===== src/rtl/sequence_display.sv =====
// -----------------------------------------------------------------------------
// sequence_display
//
// Playback side of the memory-game sequence path. A start request fetches the
// stored 20-bit sequence word from the sequence RAM, then shows the first LVL
// nibbles one at a time. Each digit has a timed on-period followed by a timed
// blank gap. After the last gap a one-cycle display_done pulse tells the
// sequence checker that it may start accepting button presses.
//
// Parameters
//   ON_CYCLES   : clock cycles each digit is shown (>= 1)
//   OFF_CYCLES  : clock cycles of blank gap after each digit (>= 1)
//   TW          : timer width, must hold max(ON_CYCLES, OFF_CYCLES)-1
//
// Ports
//   clk          in   system clock, rising edge
//   rst          in   asynchronous active-low reset
//   start        in   playback request, sampled only while idle
//   LVL          in   number of digits to show (clamped to 5), latched on start
//   S_in         in   RAM read data; digit 1 = [19:16] ... digit 5 = [3:0]
//   RAM_r        out  one-cycle RAM read strobe
//   RAM_addr     out  RAM address, always 0 (single sequence word)
//   disp_num     out  digit value to display, 0 when blank
//   disp_en      out  high while a digit is shown
//   digit_idx    out  1-based index of current/last digit, 0 when idle
//   busy         out  high from accepted start through the done cycle
//   display_done out  one-cycle pulse when playback has finished
// -----------------------------------------------------------------------------
module sequence_display #(
    parameter int ON_CYCLES  = 25000000,
    parameter int OFF_CYCLES = 12500000,
    parameter int TW         = 25
) (
    input  logic        clk,
    input  logic        rst,
    input  logic        start,
    input  logic [2:0]  LVL,
    input  logic [19:0] S_in,
    output logic        RAM_r,
    output logic [4:0]  RAM_addr,
    output logic [3:0]  disp_num,
    output logic        disp_en,
    output logic [2:0]  digit_idx,
    output logic        busy,
    output logic        display_done
);

    localparam logic [2:0] S_IDLE  = 3'd0;
    localparam logic [2:0] S_FETCH = 3'd1;
    localparam logic [2:0] S_CYC1  = 3'd2;
    localparam logic [2:0] S_CYC2  = 3'd3;
    localparam logic [2:0] S_CATCH = 3'd4;
    localparam logic [2:0] S_SHOW  = 3'd5;
    localparam logic [2:0] S_GAP   = 3'd6;
    localparam logic [2:0] S_DONE  = 3'd7;

    localparam logic [TW-1:0] ON_LAST  = TW'(ON_CYCLES - 1);
    localparam logic [TW-1:0] OFF_LAST = TW'(OFF_CYCLES - 1);
    localparam logic [TW-1:0] TIMER_ONE = TW'(1);

    logic [2:0]    state_q,     state_d;
    logic [2:0]    lvl_q,       lvl_d;
    logic [19:0]   seq_q,       seq_d;
    logic [TW-1:0] timer_q,     timer_d;
    logic          ram_r_q,     ram_r_d;
    logic [4:0]    ram_addr_q,  ram_addr_d;
    logic [3:0]    disp_num_q,  disp_num_d;
    logic          disp_en_q,   disp_en_d;
    logic [2:0]    digit_idx_q, digit_idx_d;
    logic          busy_q,      busy_d;
    logic          done_q,      done_d;

    // Nibble for a 1-based digit index; digit 1 is the most significant.
    function automatic logic [3:0] nibble_at(input logic [19:0] w,
                                             input logic [2:0]  idx);
        logic [3:0] n;
        case (idx)
            3'd1:    n = w[19:16];
            3'd2:    n = w[15:12];
            3'd3:    n = w[11:8];
            3'd4:    n = w[7:4];
            3'd5:    n = w[3:0];
            default: n = 4'd0;
        endcase
        return n;
    endfunction

    always_comb begin
        state_d     = state_q;
        lvl_d       = lvl_q;
        seq_d       = seq_q;
        timer_d     = timer_q;
        ram_r_d     = ram_r_q;
        ram_addr_d  = '0;
        disp_num_d  = disp_num_q;
        disp_en_d   = disp_en_q;
        digit_idx_d = digit_idx_q;
        busy_d      = busy_q;
        done_d      = done_q;

        case (state_q)
            S_IDLE: begin
                digit_idx_d = '0;
                if (start) begin
                    lvl_d   = (LVL > 3'd5) ? 3'd5 : LVL;
                    busy_d  = 1'b1;
                    state_d = S_FETCH;
                end
            end

            S_FETCH: begin
                ram_addr_d = '0;
                ram_r_d    = 1'b1;
                state_d    = S_CYC1;
            end

            S_CYC1: begin
                ram_r_d = 1'b0;
                state_d = S_CYC2;
            end

            // Second full cycle of RAM access time after the strobe.
            S_CYC2: begin
                state_d = S_CATCH;
            end

            S_CATCH: begin
                seq_d   = S_in;
                timer_d = '0;
                if (lvl_q == 3'd0) begin
                    done_d  = 1'b1;
                    state_d = S_DONE;
                end else begin
                    digit_idx_d = 3'd1;
                    disp_num_d  = S_in[19:16];
                    disp_en_d   = 1'b1;
                    state_d     = S_SHOW;
                end
            end

            S_SHOW: begin
                if (timer_q == ON_LAST) begin
                    disp_en_d  = 1'b0;
                    disp_num_d = '0;
                    timer_d    = '0;
                    state_d    = S_GAP;
                end else begin
                    timer_d = timer_q + TIMER_ONE;
                end
            end

            S_GAP: begin
                if (timer_q == OFF_LAST) begin
                    timer_d = '0;
                    if (digit_idx_q == lvl_q) begin
                        done_d  = 1'b1;
                        state_d = S_DONE;
                    end else begin
                        digit_idx_d = digit_idx_q + 3'd1;
                        disp_num_d  = nibble_at(seq_q, digit_idx_q + 3'd1);
                        disp_en_d   = 1'b1;
                        state_d     = S_SHOW;
                    end
                end else begin
                    timer_d = timer_q + TIMER_ONE;
                end
            end

            S_DONE: begin
                done_d     = 1'b0;
                busy_d     = 1'b0;
                disp_num_d = '0;
                state_d    = S_IDLE;
            end

            default: begin
                state_d     = S_IDLE;
                ram_r_d     = 1'b0;
                disp_num_d  = '0;
                disp_en_d   = 1'b0;
                digit_idx_d = '0;
                busy_d      = 1'b0;
                done_d      = 1'b0;
            end
        endcase
    end

    always_ff @(posedge clk or negedge rst) begin
        if (!rst) begin
            state_q     <= S_IDLE;
            lvl_q       <= '0;
            seq_q       <= '0;
            timer_q     <= '0;
            ram_r_q     <= 1'b0;
            ram_addr_q  <= '0;
            disp_num_q  <= '0;
            disp_en_q   <= 1'b0;
            digit_idx_q <= '0;
            busy_q      <= 1'b0;
            done_q      <= 1'b0;
        end else begin
            state_q     <= state_d;
            lvl_q       <= lvl_d;
            seq_q       <= seq_d;
            timer_q     <= timer_d;
            ram_r_q     <= ram_r_d;
            ram_addr_q  <= ram_addr_d;
            disp_num_q  <= disp_num_d;
            disp_en_q   <= disp_en_d;
            digit_idx_q <= digit_idx_d;
            busy_q      <= busy_d;
            done_q      <= done_d;
        end
    end

    assign RAM_r        = ram_r_q;
    assign RAM_addr     = ram_addr_q;
    assign disp_num     = disp_num_q;
    assign disp_en      = disp_en_q;
    assign digit_idx    = digit_idx_q;
    assign busy         = busy_q;
    assign display_done = done_q;

endmodule


===== config.mk =====
export PLATFORM = sky130hd
export DESIGN_NAME = sequence_display
export DESIGN_NICKNAME = d
export VERILOG_FILES = /design/src/rtl/sequence_display.sv
export SDC_FILE = /design/constraint.sdc
export NUM_CORES = 1
export LEC_CHECK = 0
export CAP_MARGIN = 20
export CORE_MARGIN = 2
export CORE_UTILIZATION = 35
export CTS_CLUSTER_DIAMETER = 200
export DETAILED_ROUTE_END_ITERATION = 7
export HOLD_SLACK_MARGIN = 0.08
export MAX_ROUTING_LAYER = met4
export PLACE_DENSITY = 0.67
export SLEW_MARGIN = 20
export SYNTH_ARGS = -nofsm -noshare
export SYNTH_HDL_FRONTEND = slang
export SYNTH_SLANG_ARGS = --single-unit
export TNS_END_PERCENT = 20

===== constraint.sdc =====
create_clock -name clk -period 2.2 [get_ports clk]
set_clock_uncertainty 0.15 [all_clocks]
set_input_delay 0.44 -clock clk [delete_from_list [all_inputs] [get_ports clk]]
set_output_delay 0.44 -clock clk [all_outputs]
set_load 0.005 [all_outputs]

==> summary.md <==
| Metric | Value |
|---|---|
| Cells on worst reg2reg path | 6 |
| Number of synthesized flops with an enable pin | 0 |
| 1st-iter DRT viols | between 150 and 200 |
| Commonest non-fill, non-tap cell in the layout | buf_4 |
| Reg-to-reg setup timing slack | -0.05 ns |
| Gr usage total | 0.183 |
| Worst vdd ir | 0.712 mV |
| Commonest cells after routing, fill and taps aside | 63 x buf_4, 62 x dfrtp_1, 58 x nand2_1 |
| N_diodes | 0 |
| Ports | 42 |
| Hold Crit Endpoint | seq_q[15]$_DFFE_PN0P_ |
| FFs w/ async S/R, synth | 1.00 |
| Syn_area_per_cell | about 9.5 um2 |
| Fin. Hold Viols | 0 |
| Max clock buf depth | 2 |
| FF-to-FF End | digit_idx[2]$_DFFE_PN0P_ |
| Reg clk slew, reported paths | 0.07 ns |
| Synth Instances | 382 |
| Die height | 106 um |
| Layout area overhead | 39.2% |
| Drt drc | 0 |
| Hold path depth | 1 |
| Design area | just over 5000 um2 |
| Worst slew pin tran | about 0.56 ns |
| Via count | between 3,000 and 4,000 |
| Fin crit share | 1.02 |
| Setup Crit Path Kind | reg -> reg |
| Sequential cell area fraction in the yosys report | 0.425 |
| First-pass GRT wire length | 16,000 um |
| CP Capture Type | register |
| Post-Place Worst Slack | -0.0984 ns |
| Required time worst endpoint | approximately 2.3 ns |
| Vias/cell | 5.46 |
| DR WL/cell | between 15 and 20 um |
| Worst Hold Class | reg -> reg |
| Tmin final | ~2.2 ns |
| Htree depth | 3 |
| Port Buffers | 36 |
| Die X | 106 um |
| Cts bufs inserted | 9 |
| Final Net Count | approximately 510 |
| Vias in the first global route | around 3,300 |
| Worst-Skew Late Latency | approximately 0.36 ns |
| Area of the die | 11,300 um2 |
| Total gr overflow | 0 |
| Row count | 37 |
| Root buffer cell | clkbuf_8 |
| R2R Path Start | timer_q[22]$_DFFE_PN0N_ |
| Element type at the critical path start | register |
| Yosys cell types | 58 |
| Top_reg_cell synth | dfrtp_1 |
| Worst rel slew slack | 0.622 |
| Initial Util | 0.356 |
| MaxCap Viol Count | 0 |
| Status | finished with violations |
| Share of cells above drive strength 1 | 0.300 |
| Detailed-placement wirelength estimate | about 6700 um |
| Leak | approximately 2.1 nW |
| Yosys reg bits | 62 |
| DRT Pass-1 Iters | 4 |
| Failing checks | setup timing |
| Ys Warns | 0 |
| Final setup fails | 3 |
| Placed Instance Area | around 4700 um2 |
| Initial antenna violation count | 0 |
| Core area | approximately 10,000 um2 |
| Power per cell area | 1160 nW/um2 |
| Area of the mapped netlist | ~3600 um2 |
| Worst Path Max Fanout | 4 |
| CTS Sinks | slightly above 60 |
| CTS tree | built |
| Final ANT Viol Nets | 0 |
| Fmax | roughly 440 MHz |
| Worst EP arrival | 2.35 ns |
| Routed WL | approximately 9700 um |
| Hold_sp | seq_q[15]$_DFFE_PN0P_ |
| GPL Wtd Cong | between 0.8 and 0.9 |
| Largest net degree at the start of global routing | 63 |
| Final setup margin | -0.0495 ns |
| Unrepaired setup endpoints after global routing | yes |
| Max Slew Vio Count | 0 |
## routing by layer
layer	vias to the layer above	wire [um]	GRT usage
met1	1672	4630	0.244
li1	1629	-	-
met4	0	212	0.0789
met3	16	349	0.0337
met2	64	4480	0.273
met5	-	0	-
## kinds of logic (layout without fill, tap and decap cells)
kind of cell | Yosys count | in the layout | share of synthesized area
mux | 28 | 28 | 0.0864
compound gates | 93 | 93 | 0.192
flops | 62 | 62 | 0.425
simple gates | 147 | 147 | 0.216
fa+ha+maj | 6 | 6 | 0.0206
xor+xnor | 5 | 5 | 0.0120
buf+inv | 40 | 137 | 0.0470
other cells | 1 | 5 | 0.00103
## metrics by stage
stage	utilization	instances	total power [W]	TNS [ns]	hold WS (ns)
floorplan	-	386	0.00326	-0.124	-0.00559
global placement	0.455	598	0.00428	-0.114	0.326
detailed placement	0.455	598	0.00434	-0.401	0.330
CTS	0.485	617	0.00574	-0.174	0.362
global route	0.496	619	0.00625	-1.26	0.382
finish	0.496	619	0.00588	-0.0648	0.362
## critical path: stages, from the launching register on
cell and delay, ns:
dfrtp_1 0.39, or4_4 0.56, nor4_4 0.14, buf_4 0.17, nand4_1 0.09, a221o_1 0.38
a211o_1 0.26
## report_power, final
part | switching [W] | internal [W] | total [W]
sequential | 0.000263 | 0.00150 | 0.00176
clock | 0.000468 | 0.000776 | 0.00124
combinational | 0.00139 | 0.00148 | 0.00287
## Yosys cell counts (all sizes together), types with 5 or more instances
master	number	area, um2
o221ai	15	131
nor4	12	96.3
xnor2	5	43.8
ha	6	75.1
nand3	12	60.1
nor3	6	52.6
a22o	5	43.8
nor2	17	63.8
mux2	28	315
clkbuf	19	71.3
o21ai	17	88.8
nand4	8	50.1
buf	9	55.1
a221oi	5	43.8
dfrtp	62	1550
o211ai	13	97.6
inv	12	45.0
and2	8	50.1
nand2	58	218
a21oi	7	35.0
## flip-flops by register name, indices dropped and copies added, names as in the netlist
| register | flops |
|---|---|
| state_q | 3 |
| seq_q | 20 |
| disp_num | 4 |
| RAM_r | 1 |
| disp_en | 1 |
| lvl_q | 3 |
| digit_idx | 3 |
| display_done | 1 |
| busy | 1 |
| timer_q | 25 |
## how the worst max path moves through the flow
| stage | start | endpoint | slack (ns) | cells after the start |
|---|---|---|---|---|
| after floorplan | timer_q[17]$_DFFE_PN0N_ | disp_num[0]$_DFFE_PN0P_ | -0.03 | 5 |
| after global placement | digit_idx[0]$_DFFE_PN0P_ | disp_num[3]$_DFFE_PN0P_ | -0.05 | 6 |
| after detailed placement | digit_idx[0]$_DFFE_PN0P_ | disp_num[3]$_DFFE_PN0P_ | -0.1 | 6 |
| after CTS | timer_q[22]$_DFFE_PN0N_ | digit_idx[2]$_DFFE_PN0P_ | -0.04 | 6 |
| after global routing | timer_q[22]$_DFFE_PN0N_ | digit_idx[2]$_DFFE_PN0P_ | -0.14 | 6 |
| final | timer_q[22]$_DFFE_PN0N_ | digit_idx[2]$_DFFE_PN0P_ | -0.05 | 6 |
## repair_timing
item	in CTS	in global routing
gates cloned	0	0
setup endpoints to repair	10	33
buffers inserted	3	2
hold buffers	1	0
resized for setup	11	24
endpoints found under the hold margin	62	0
pin swaps	3	15
## final cells by class
cell class                      count  area (um2)
Fill cell                         924        5150
Clock inverter                      4        95.1
Sequential cell                    62        1550
Multi-Input combinational cell    284        2100
Inverter                           12        45.0
Clock buffer                       11         141
Tap cell                          136         170
Timing Repair Buffer              110         977
(Power assumes the default switching activity.)
